<file path="src/rtl/rt_ibex_pcs_ctx_ctrl.sv">
// rtl/rt_ibex_pcs_ctx_ctrl.sv - nested-interrupt context save/restore controller
// Optional feature: define RT_IBEX_PCS_OVF_TRAP_EN to refuse pushes on a full
// stack and raise a sticky overflow_o; otherwise full pushes overwrite the oldest context.
module rt_ibex_pcs_ctx_ctrl #(
    parameter int NrSavedRegs = 9,
    parameter int DataWidth   = 32,
    parameter int MaxDepth    = 8
) (
    input  logic                                 clk_i,
    input  logic                                 rst_ni,
    input  logic                                 irq_ack_i,
    input  logic                                 mret_i,
    output logic                                 push_o,
    output logic                                 pop_o,
    input  logic                                 restore_valid_i,
    input  logic [NrSavedRegs*DataWidth-1:0]     restore_data_i,
    output logic                                 rf_we_o,
    output logic [$clog2(NrSavedRegs)-1:0]       rf_widx_o,
    output logic [DataWidth-1:0]                 rf_wdata_o,
    output logic                                 stall_o,
    output logic                                 ack_ready_o,
    output logic [$clog2(MaxDepth+1)-1:0]        depth_o,
    output logic                                 full_o,
    output logic                                 empty_o,
    output logic                                 underflow_o,
    output logic                                 overflow_o
);

    localparam int IdxW   = $clog2(NrSavedRegs);
    localparam int DepthW = $clog2(MaxDepth + 1);
    localparam logic [IdxW-1:0]   LastIdx = IdxW'(NrSavedRegs - 1);
    localparam logic [DepthW-1:0] MaxD    = DepthW'(MaxDepth);

    typedef enum logic [1:0] {
        IDLE      = 2'd0,
        PUSH      = 2'd1,
        POP_WAIT  = 2'd2,
        WRITEBACK = 2'd3
    } state_t;

    state_t                           state;
    state_t                           state_next;
    logic [IdxW-1:0]                  index;
    logic [NrSavedRegs*DataWidth-1:0] buffer;
    logic [DepthW-1:0]                depth;

`ifdef RT_IBEX_PCS_OVF_TRAP_EN
    logic ovf_hit;
    logic ovf_flag;
`endif

    assign depth_o     = depth;
    assign full_o      = (depth == MaxD);
    assign empty_o     = (depth == '0);
    assign ack_ready_o = (state == IDLE);

    // State register; reset abandons any save or restore in flight.
    always_ff @(posedge clk_i or negedge rst_ni) begin
        if (!rst_ni) begin
            state <= IDLE;
        end else begin
            state <= state_next;
        end
    end

    // Next-state and strobe decode; a save request beats a simultaneous mret.
    always_comb begin
        state_next  = state;
        push_o      = 1'b0;
        pop_o       = 1'b0;
        stall_o     = 1'b0;
        rf_we_o     = 1'b0;
        rf_widx_o   = '0;
        rf_wdata_o  = '0;
        underflow_o = 1'b0;
`ifdef RT_IBEX_PCS_OVF_TRAP_EN
        ovf_hit     = 1'b0;
`endif
        case (state)
            IDLE: begin
                if (irq_ack_i) begin
`ifdef RT_IBEX_PCS_OVF_TRAP_EN
                    if (full_o) begin
                        ovf_hit = 1'b1;
                    end else begin
                        state_next = PUSH;
                    end
`else
                    state_next = PUSH;
`endif
                end else if (mret_i) begin
                    if (!empty_o) begin
                        pop_o      = 1'b1;
                        stall_o    = 1'b1;
                        state_next = POP_WAIT;
                    end else begin
                        underflow_o = 1'b1;
                    end
                end
            end
            PUSH: begin
                push_o     = 1'b1;
                state_next = IDLE;
            end
            POP_WAIT: begin
                stall_o = 1'b1;
                if (restore_valid_i) begin
                    state_next = WRITEBACK;
                end
            end
            WRITEBACK: begin
                stall_o    = 1'b1;
                rf_we_o    = 1'b1;
                rf_widx_o  = index;
                rf_wdata_o = buffer[int'(index)*DataWidth +: DataWidth];
                if (index == LastIdx) begin
                    state_next = IDLE;
                end
            end
            default: state_next = IDLE;
        endcase
    end

    // Nesting depth: count up after each push (saturating), down on each pop.
    always_ff @(posedge clk_i or negedge rst_ni) begin
        if (!rst_ni) begin
            depth <= '0;
        end else if (state == PUSH) begin
            if (depth != MaxD) begin
                depth <= depth + DepthW'(1);
            end
        end else if (pop_o) begin
            depth <= depth - DepthW'(1);
        end
    end

    // Capture the popped context, then walk the write index across it.
    always_ff @(posedge clk_i or negedge rst_ni) begin
        if (!rst_ni) begin
            buffer <= '0;
            index  <= '0;
        end else if (state == POP_WAIT && restore_valid_i) begin
            buffer <= restore_data_i;
            index  <= '0;
        end else if (state == WRITEBACK) begin
            index <= (index == LastIdx) ? '0 : index + IdxW'(1);
        end
    end

`ifdef RT_IBEX_PCS_OVF_TRAP_EN
    // Sticky overflow: set by a refused save on a full stack, cleared only by reset.
    always_ff @(posedge clk_i or negedge rst_ni) begin
        if (!rst_ni) begin
            ovf_flag <= 1'b0;
        end else if (ovf_hit) begin
            ovf_flag <= 1'b1;
        end
    end
    assign overflow_o = ovf_flag;
`else
    assign overflow_o = 1'b0;
`endif

endmodule

</file>
<file path="config.mk">
export PLATFORM = sky130hd
export DESIGN_NAME = rt_ibex_pcs_ctx_ctrl
export DESIGN_NICKNAME = d
export VERILOG_FILES = /design/src/rtl/rt_ibex_pcs_ctx_ctrl.sv
export SDC_FILE = /design/constraint.sdc
export NUM_CORES = 1
export LEC_CHECK = 0
export CAP_MARGIN = 30
export CORE_MARGIN = 5
export CORE_UTILIZATION = 54
export DETAILED_ROUTE_END_ITERATION = 8
export GPL_TIMING_DRIVEN = 0
export PLACE_DENSITY = 0.91
export SLEW_MARGIN = 10
export SYNTH_ARGS = -nofsm -noshare
export SYNTH_HDL_FRONTEND = slang
export SYNTH_SLANG_ARGS = --single-unit
</file>
<file path="constraint.sdc">
create_clock -name clk_i -period 5.7 [get_ports clk_i]
set_input_delay 1.14 -clock clk_i [delete_from_list [all_inputs] [get_ports clk_i]]
set_output_delay 1.14 -clock clk_i [all_outputs]
set_load 0.02 [all_outputs]
</file>
# Word level (Yosys, flattened, before mapping)
# Index checks and enable logic that the tools add are counted.
# word_totals
ff_bits,298
input_bits,293
output_inout_bits,49
wordCells,52
# classes
addsub,3
n_eq_ne,11
shifts,1
mux,25
n_reduce_logical,8
# ops
op,n
indexed part select 288 x 10 -> 32 bit,1
2-to-1 mux 32 bit,1
2-to-1 mux 4 bit,7
2-to-1 mux 1 bit,10
2-to-1 mux 2 bit,5
adder 4 x 1 -> 4 bit (second input constant),2
equality test 4 bit (second input constant),2
case mux 2 bit (4 select lines),1
inequality test 3 bit (second input constant),2
equality test 2 bit (second input constant),2
logical NOT 4 bit,1
inequality test 2 bit (second input constant),2
inequality test 4 bit (second input constant),1
AND reduction 4 bit,1
nonzero test 2 bit,2
subtractor 4 x 1 -> 4 bit (second input constant),1
equality test 2 x 1 -> 1 bit (second input constant),1
logical NOT 2 bit,1
inequality test 2 x 1 -> 1 bit (second input constant),1
case mux 1 bit (2 select lines),1
AND reduction 2 bit,1
OR reduction 2 bit,1
logical AND 1 bit,1

# Longest topological paths before layout
# logic_depth
word_depth,7
depth_mapped,9
ltp_nobuf,6

# Worst setup path after synthesis
# No wires, ideal clock.
# synth_path
path_type,input-to-output
start,in irq_ack_i
end,out stall_o
arrival_ns,2.311
required_ns,4.560
path_slack_ns,2.249
path_stages,3
path_buffers,0
path_cell_list,or4b_4 -> nor2_1 -> or2_1
# synth_via
elab_chain_cells,2
# synth_rtl
item,line_no,text
start: declaration,11,"input logic irq_ack_i,"
2-to-1 mux 1 bit,81,if (irq_ack_i) begin
case mux 1 bit (2 select lines),79,case (state)
end: declaration,20,"output logic stall_o,"
# No other way between the ends.

# Final worst setup path
# layout_path
start,reg index[1]
end,out rf_wdata_o[19]
# layout_via
elab_chain_cells,2
# layout_rtl
item,line_no,text
start: declaration,43,logic [IdxW-1:0] index;
start signal: assignment,146,index <= (index == LastIdx) ? '0 : index + IdxW'(1);
indexed part select 288 x 10 -> 32 bit,115,rf_wdata_o = buffer[int'(index)*DataWidth +: DataWidth];
2-to-1 mux 32 bit,79,
end: declaration,19,"output logic [DataWidth-1:0] rf_wdata_o,"
# No other way between the ends.

==> flow_summary.ini <==
[layout]
design_area_sq_um = 18600
drive_above_1_share_pct = 31.4
multi_input_area_sq_um = 5760
nFillCells = 1599
post-route-util_pct = 74.2
final_nets = 1626
regArea_sq_um = 7460
final_cells = 1689
area_growth_pct = 35.8

[pwr]
pwr-share-comb_pct = 41.3
ir_drop_uv = 333
p_clk_share_pct = 20.3
p_switching_mw = 3.25
p_leak_nw = 7.75
seqPwrFrac_pct = 38.3
internal_power_mw = 6.61
finalPower_mw = 9.86
netSwitchingFraction_pct = 33.0
power_density_nw_per_um2 = 531

[global_routing]
grt_overflow_total = 0
antenna_found_initial = 8
grt_pass1_wl_microns = 61400
grt_max_degree = 116
grt_use_total_pct = 27.9
grt_pass1_vias = 10600

[clock_network]
cts.htree.levels = 1
clkSinkCount = 298
clockRootBuffer = clkbuf_16
cts_resized = 0
cts_setup_buffers = 0
clk_latency_ns = 0.55
clock_path_buffers = 3
holdBufCountCts = 0
cts_tree = built
cts_buffers = 31
clk_pin_slew_worst_paths_ns = 0.07

[sta]
max_freq_mhz = 223
rsz0062_at_grt = false
setup_slack_ns = 1.22
finClkSkew_ns = 0.00642
setup_viol = 0
setup_tns_ns = 0
worst_pin_slew_ns = 0.720
slew_violations = 0
finalHoldViolCount = 0
min_period_ns = 4.48
whs_ns = 0.496
period_share_pct = 78.6
slew_headroom_pct = 52.0

[run]
cap_violations = 0

[place]
gp_congestion = 0.896
io_buffers = 340
placed_area_sq_um = 17600
dp_slack_ns = 1.44
place_hpwl_microns = 30800
dp.cells = 1625

[worst_setup_path]
crit_slowest_cell = clkdlybuf4s50_1
cp_top_family = buffers and inverters
r2r_slack_ns = 3.49
path_cells = buf_4 > and2b_1 > clkbuf_1 > a221oi_1 > o21ai_1 > a21oi_1 > clkdlybuf4s50_1
endpoint_kind = output port
reg2reg_from = index[1]
startpoint_type = flop
cp_num_buf_inv = 3
criticalPathCategory = reg -> out
path_max_fanout = 10
crit_path_start = index[1]
cp_data_arrival_time_ns = 3.34
cpPeakStageDelay_ns = 0.64
worst_ep_required_time_ns = 4.56

[synth]
synth_area_sq_um = 13700
synth_top_area_share_pct = 54.5
ys_top_cells_by_area = dfrtp_1 55%, mux2_2 24%, mux4_2 4.8%
synthFlopType = dfrtp_1
postSynth.asyncResetShare_pct = 100
ys_seq_elements = 298
synthDistinctLibCells = 42
synth_seq_area_share_pct = 54.5
yosys.area.top_type = dfrtp_1
synth_nets = 1251
synthCells = 953
avgSynthCellArea_sq_um = 14.4
synth_edf_count = 0
yosysWarnings = 0

[route]
antenna_left = 0
wire_per_inst_microns = 24.1
via_per_inst = 5.77
drt-pass1-iter-count = 5
num_vias = 9745
drt_iter0_markers = 484
drc = 0
drt_wl_total_microns = 40800

[floorplan]
die_w_microns = 169
pin_count = 342
dieArea_sq_um = 28600
design.core.area_sq_um = 25000
start_util_pct = 54.6
die-height_microns = 169
rows = 58

[outcome]
status = finished clean

[min_path]
hold_path_class = reg -> reg
hold_start = buffer[3]
-- metal layers --
layer	share of wire [%]	vias up	track usage, %
met5	0.083	-	0
met4	4.7	4	12.2
met3	6.6	118	6.17
met2	48	380	45.4
met1	40	4984	36.4
li1	-	4259	-
-- worst reg2reg max path: cells and delay by family (launching register included) --
family / cells / cell delay (ns)
buf+inv: 3 / 0.98
flops: 1 / 0.38
simple gates: 2 / 0.20
fa+ha+maj: 1 / 0.22
compound gates: 2 / 0.34
-- power by group through the flow --
stage          clock, mW  combinational, mW  sequential [mW]
2_1_floorplan          0               2.86             3.59
3_3_place_gp           0               3.90             3.72
3_5_place_dp           0               4.06             3.80
4_1_cts             2.02               4.09             3.77
5_1_grt             2.11               4.37             3.89
6_report            2.01               4.08             3.78
-- synthesized netlist by cell type, types with 2 or more instances --
master    number
nor2_1         9
buf_6          4
ha_1           4
a21oi_1       37
a221oi_1      32
buf_4          3
mux2i_1       65
nand3b_1       2
o21a_1         2
mux4_1         3
buf_2         39
nand2b_1       3
o21ai_1       29
nand3_1        3
dfrtp_1      298
nand2_1       40
buf_12         4
mux2_2       289
inv_1          7
mux4_2        29
buf_1          2
clkbuf_1      18
and3_1         2
and2_1         2
o21ai_0       10
-- cells in the final DEF (no fill, tap or decap), types with 4 or more instances in the layout --
cell type / instances
buf_6: 4
diode_2: 7
clkinv_2: 7
ha_1: 4
inv_1: 7
nand2_1: 40
a21oi_1: 37
clkinvlp_4: 5
buf_2: 39
mux2i_1: 65
o21ai_1: 29
clkdlybuf4s50_1: 339
dfrtp_1: 298
clkbuf_16: 31
mux2_2: 289
buf_12: 4
nor2_1: 9
a221oi_1: 32
mux4_2: 29
clkbuf_1: 26
o21ai_0: 10
-- state kept, by name (all words and copies together), names as in the netlist --
name and count:
buffer 288, depth_o 4, index 4, state 2
-- path summary, 6_finish.rpt --
| path | cells after the start | end |
|---|---|---|
| worst max-delay path | 7 | rf_wdata_o[19] |
| worst min-delay path | 1 | buffer[3] |
| worst max register to register | 8 | index[3] |
| worst min register to register | 1 | buffer[3] |
| max in group asynchronous | 2 | buffer[233] |
| min in group asynchronous | 1 | buffer[57] |
-- cell families after synthesis --
| group | Yosys count | synth area share [%] |
|---|---|---|
| AND/OR/NAND/NOR | 68 | 2.33 |
| buffers and inverters | 79 | 3.39 |
| other | 1 | 0.0274 |
| multiplexers | 386 | 33.9 |
| flip-flops | 298 | 54.5 |
| adder cells (fa/ha/maj) | 5 | 0.512 |
| XOR/XNOR | 1 | 0.0640 |
| AO/OA/AOI/OAI | 115 | 5.24 |
-- layout make-up --
type | count | share of cell area [%]
Antenna cell | 7 | 0.0943
Buffer | 72 | 2.36
Clock buffer | 40 | 4.41
Clock inverter | 17 | 0.970
Inverter | 7 | 0.141
Multi-Input combinational cell | 576 | 31.0
Sequential cell | 298 | 40.2
Tap cell | 330 | 2.22
Timing Repair Buffer | 342 | 18.6
Power figures use the tool's default switching activity.
